File: config.mk
export PLATFORM = sky130hd
export DESIGN_NAME = mem_arbiter
export DESIGN_NICKNAME = d
export VERILOG_FILES = /design/src/rtl/mem_arb_pkg.sv /design/src/rtl/rr_arb2.sv /design/src/rtl/mem_arbiter.sv
export SDC_FILE = /design/constraint.sdc
export NUM_CORES = 1
export LEC_CHECK = 0
export CAP_MARGIN = 40
export CORE_AREA = 10 10 330 332
export DETAILED_ROUTE_END_ITERATION = 16
export DIE_AREA = 0 0 340 342
export SLEW_MARGIN = 20
export SYNTH_ARGS = -nofsm -noshare
export SYNTH_HDL_FRONTEND = slang
export SYNTH_SLANG_ARGS = --single-unit
File: constraint.sdc
create_clock -name clk -period 2.3 [get_ports clk]
set_input_delay 0.46 -clock clk [delete_from_list [all_inputs] [get_ports clk]]
set_output_delay 0.46 -clock clk [all_outputs]
set_load 0.03 [all_outputs]
File: src/rtl/mem_arb_pkg.sv
// rtl/mem_arb_pkg.sv - shared types and constants for the I/D memory arbiter
// Purpose: state encoding, default widths and port-select codes used by
//          mem_arbiter and rr_arb2.
// Ports:   none (package).
package mem_arb_pkg;

    localparam int ADDR_W_DEF = 28;
    localparam int DATA_W_DEF = 128;

    // Port-select codes; the last-served pointer uses the same encoding.
    localparam logic SEL_I = 1'b0;
    localparam logic SEL_D = 1'b1;

    typedef enum logic [1:0] {
        IDLE  = 2'd0,
        GNT_I = 2'd1,
        GNT_D = 2'd2,
        DONE  = 2'd3
    } arb_state_t;

endpackage

File: src/rtl/rr_arb2.sv
// rtl/rr_arb2.sv - combinational two-way round-robin picker
// Purpose: chooses between the I port (req[0]) and the D port (req[1]).
//          On a tie the port that was not served last wins.
// Ports:   req  - request vector {D, I}
//          last - port served most recently (SEL_I / SEL_D)
//          sel  - chosen port (SEL_I / SEL_D); SEL_I when nobody requests
module rr_arb2
    import mem_arb_pkg::*;
(
    input  logic [1:0] req,
    input  logic       last,
    output logic       sel
);

    always_comb begin
        sel = SEL_I;
        case (req)
            2'b01:   sel = SEL_I;
            2'b10:   sel = SEL_D;
            2'b11:   sel = (last == SEL_I) ? SEL_D : SEL_I;
            default: sel = SEL_I;
        endcase
    end

endmodule

File: src/rtl/mem_arbiter.sv
// rtl/mem_arbiter.sv - round-robin arbiter sharing one slow memory between I- and D-cache
// Purpose: grants the memory to one cache at a time, holds the grant until
//          mem_ready, then inserts one DONE bubble before re-arbitrating.
// Ports:   clk, rst_n (async, active-low)
//          i_read/i_write/i_addr/i_wdata -> i_rdata/i_ready   I-cache port
//          d_read/d_write/d_addr/d_wdata -> d_rdata/d_ready   D-cache port
//          mem_read/mem_write/mem_addr/mem_wdata, mem_rdata/mem_ready  memory side
module mem_arbiter
    import mem_arb_pkg::*;
#(
    parameter int ADDR_W = ADDR_W_DEF,
    parameter int DATA_W = DATA_W_DEF
) (
    input  logic              clk,
    input  logic              rst_n,
    input  logic              i_read,
    input  logic              i_write,
    input  logic [ADDR_W-1:0] i_addr,
    input  logic [DATA_W-1:0] i_wdata,
    output logic [DATA_W-1:0] i_rdata,
    output logic              i_ready,
    input  logic              d_read,
    input  logic              d_write,
    input  logic [ADDR_W-1:0] d_addr,
    input  logic [DATA_W-1:0] d_wdata,
    output logic [DATA_W-1:0] d_rdata,
    output logic              d_ready,
    output logic              mem_read,
    output logic              mem_write,
    output logic [ADDR_W-1:0] mem_addr,
    output logic [DATA_W-1:0] mem_wdata,
    input  logic [DATA_W-1:0] mem_rdata,
    input  logic              mem_ready
);

    arb_state_t        state;
    logic              last;
    logic              pick;
    logic [ADDR_W-1:0] hold_addr;
    logic [DATA_W-1:0] hold_wdata;

    rr_arb2 u_rr (
        .req  ({d_read | d_write, i_read | i_write}),
        .last (last),
        .sel  (pick)
    );

    always_ff @(posedge clk or negedge rst_n) begin
        if (!rst_n) begin
            state      <= IDLE;
            last       <= SEL_I;
            hold_addr  <= '0;
            hold_wdata <= '0;
        end else begin
            case (state)
                IDLE: begin
                    if (i_read | i_write | d_read | d_write)
                        state <= (pick == SEL_D) ? GNT_D : GNT_I;
                end
                GNT_I: begin
                    // Keep a copy so mem_addr/mem_wdata stay put outside the grant.
                    hold_addr  <= i_addr;
                    hold_wdata <= i_wdata;
                    if (mem_ready) begin
                        last  <= SEL_I;
                        state <= DONE;
                    end
                end
                GNT_D: begin
                    hold_addr  <= d_addr;
                    hold_wdata <= d_wdata;
                    if (mem_ready) begin
                        last  <= SEL_D;
                        state <= DONE;
                    end
                end
                default: state <= IDLE;
            endcase
        end
    end

    // Mux selects come only from the registered state; the request strobes
    // reach mem_* solely as data through the selected leg.
    always_comb begin
        mem_read  = 1'b0;
        mem_write = 1'b0;
        mem_addr  = hold_addr;
        mem_wdata = hold_wdata;
        i_ready   = 1'b0;
        d_ready   = 1'b0;
        case (state)
            GNT_I: begin
                mem_read  = i_read;
                mem_write = i_write;
                mem_addr  = i_addr;
                mem_wdata = i_wdata;
                i_ready   = mem_ready;
            end
            GNT_D: begin
                mem_read  = d_read;
                mem_write = d_write;
                mem_addr  = d_addr;
                mem_wdata = d_wdata;
                d_ready   = mem_ready;
            end
            default: ;
        endcase
    end

    assign i_rdata = mem_rdata;
    assign d_rdata = mem_rdata;

endmodule

==> key figures <==
Run status
  • Status: finished with violations
  • Failing checks: setup timing

Yosys
  • Share of the synthesized area in the top cell type: 43.68%
  • Syn Area/Cell: 9.277 um^2
  • Synthesized area: 9110 um^2
  • Seq/Total Area, Yosys: 43.68%
  • Leading area contributor after synthesis: dfrtp_1
  • Synthesized instance count: 982
  • Synth warn: 0
  • Net count after synthesis: 1433
  • Synth area leaders: dfrtp_1 (44%), buf_4 (23%), a22oi_1 (13%)
  • Synth unique cells: 22
  • FF+latch count, synth: 159

Min path
  • Worst min path class: input port to async pin

Routing
  • Vias/cell: 3.340
  • Vias: 9362
  • TritonRoute pass-1 iters: 4
  • WL met3: 10530 um
  • ANT nets after route: 0
  • Total Routed Length: 75370 um
  • Routed len/inst: 26.89 um
  • DRC: 0
  • Max Used Layer: met5
  • Initial DRC count: 372
  • Routed wl met2: 35340 um
  • Wl on met1: 27900 um

Layout
  • Fin util: 20.38%
  • Multi-input gate area in the final layout: 5057 um^2
  • Register area: 3979 um^2
  • Proportion of layout cells with a drive suffix above 1: 56.73%
  • Total Nets Final: 1850
  • Synthesis-to-layout area growth: 129.6%
  • Fillcell total: 10990
  • Design area: 20920 um^2

GRT
  • First-pass GRT wire length: 88160 um
  • Initial antenna violation count: 16
  • Pin count of the biggest net entering global routing: 48
  • Vias in the first global route: 9210
  • Grt total ovfl: 0
  • GRT Util Overall: 11.33%

Timing
  • Final Hold Fails: 0
  • Tmin final: 2812 ps
  • Clock skew: 20.94 ps
  • Final setup fails: 159
  • RSZ-0062 raised after global routing: true
  • Setup ws final: -511.6 ps
  • Slew @ Worst Pin: 584.1 ps
  • Post-route clock period utilization: 122.2%
  • Max Clk Rate: 355.7 MHz
  • Slew headroom: 61.06%
  • Final max-slew violation count: 0

Clock network
  • CTS tree: built
  • Total CTS buffers: 17
  • Worst skew pair latency: 490 ps
  • Clock sink count: 159
  • CTS Root Cell: clkbuf_16
  • H-tree levels: 4
  • Clock-pin slew on the worst setup and hold paths: 80 ps
  • CTS max path bufs: 2

Die
  • Row count: 118
  • Die Width: 340 um
  • DIE AREA: 116300 um^2
  • Die Y-Extent: 342 um
  • Initial core utilization: 8.878%
  • I/O pin total: 863
  • Core area: 102600 um^2

Critical path
  • Required time of the critical path: 1840 ps
  • Crit path launch type: flop
  • Critical path class: flop to output pin
  • CP Launch Point: state[1]$_DFFE_PN0P_
  • R2R Path Start: state[1]$_DFFE_PN0P_
  • RR Endpoint: state[0]$_DFFE_PN0P_
  • Crit end category: output pin
  • Endpoint arrival time on the critical path: 2350 ps
  • Critical path fanouts, max: 6
  • R2R cell count: 10
  • Flop-to-flop setup slack: 260 ps
  • CP endpoint: mem_wdata[45]

Placement
  • Routability cong.: 0.7995
  • Port bufs: 478
  • Area post-placement: 15050 um^2
  • HPWL Detailed: 55910 um

Run
  • Maxcap violations: 0
[Yosys cell counts, drive strengths merged]
master  count
nor2      160
o221ai      1
a32oi       1
and4        2
a21o        1
dfrtp     159
nand2       2
nor2b       2
clkbuf     11
nand3b      1
nor3b       1
ha          4
a21oi     156
inv         3
a22oi     158
o31ai       2
buf       316
and2        1
o21ai       1
[how the worst min path moves through the flow]
| stage | from | slack (ps) | endpoint |
|---|---|---|---|
| after floorplan | rst_n | 160 | hold_addr[0]$_DFF_PN0_ |
| after global placement | rst_n | 410 | hold_wdata[10]$_DFF_PN0_ |
| after detailed placement | rst_n | 410 | hold_wdata[10]$_DFF_PN0_ |
| after CTS | rst_n | 430 | hold_wdata[14]$_DFF_PN0_ |
| after global routing | rst_n | 470 | hold_wdata[10]$_DFF_PN0_ |
| final | rst_n | 470 | hold_wdata[10]$_DFF_PN0_ |
[critical path: stages, from the launching register on]
cell	delay (ps)
dfrtp_1	420
buf_6	140
ha_4	170
buf_12	150
buf_8	140
a22oi_2	450
a21oi_2	180
buf_12	180
[timing repair]
action                                  CTS  global route
hold endpoints to repair                 43             0
resized for setup                       237           482
endpoints found under the setup margin  162           160
gates cloned                             13            31
buffers inserted                         36            94
hold buffers                              1             0
pin swaps                                79           114
[cell usage in the layout, fill, tap and decap left out, types with 19 or more instances in the layout]
cell             instances
a21oi_2                 72
a21oi_4                 79
a22oi_1                 45
a22oi_2                113
buf_12                 153
buf_4                   93
buf_6                   98
buf_8                   19
clkbuf_16               44
clkdlybuf4s50_1        317
dfrtp_1                159
nor2_1                  72
nor2_2                  22
nor2_4                  66
[per-stage QoR]
stage / hold slack, ps / worst slack (ps) / TNS (ps) / instances
after floorplan: 164.4 / 112.6 / 0 / 982
after global placement: 406.7 / -571.1 / -3427 / 2595
after detailed placement: 407.9 / -532.6 / -3484 / 2595
after CTS: 425.1 / -618.6 / -71740 / 2677
after global routing: 471.2 / -614.8 / -77230 / 2792
final: 472.8 / -511.6 / -63010 / 2803
[layer usage]
layer,vias up,track usage (%)
met4,20,2.840
met2,734,17.65
li1,4027,-
met1,4496,12.37
met3,85,7.862
met5,-,0.6661
[logic make-up after synthesis]
| kind of cell | after synthesis | synth area share, % |
|---|---|---|
| simple gates | 169 | 7.293 |
| buf+inv | 330 | 26.40 |
| flops | 159 | 43.68 |
| fa+ha+maj | 4 | 0.5494 |
| compound gates | 320 | 22.08 |
[cell type report]
cell class / instances / area share (%)
sequential: 159 / 19.02
clock buffer: 17 / 2.034
timing repair buffer: 725 / 45.31
tap: 1380 / 8.256
inverter: 3 / 0.05384
antenna: 11 / 0.1316
multi-input combinational: 493 / 24.18
clock inverter: 15 / 1.011
[sequential cells by signal, summed over array words and instances (netlist names)]
| register | flops |
|---|---|
| state | 2 |
| last | 1 |
| hold_addr | 28 |
| hold_wdata | 128 |
Power of run 1 is left out: the tool's default activity adds up to more than one toggle a clock period on the data nets, which glitch-free logic cannot reach.
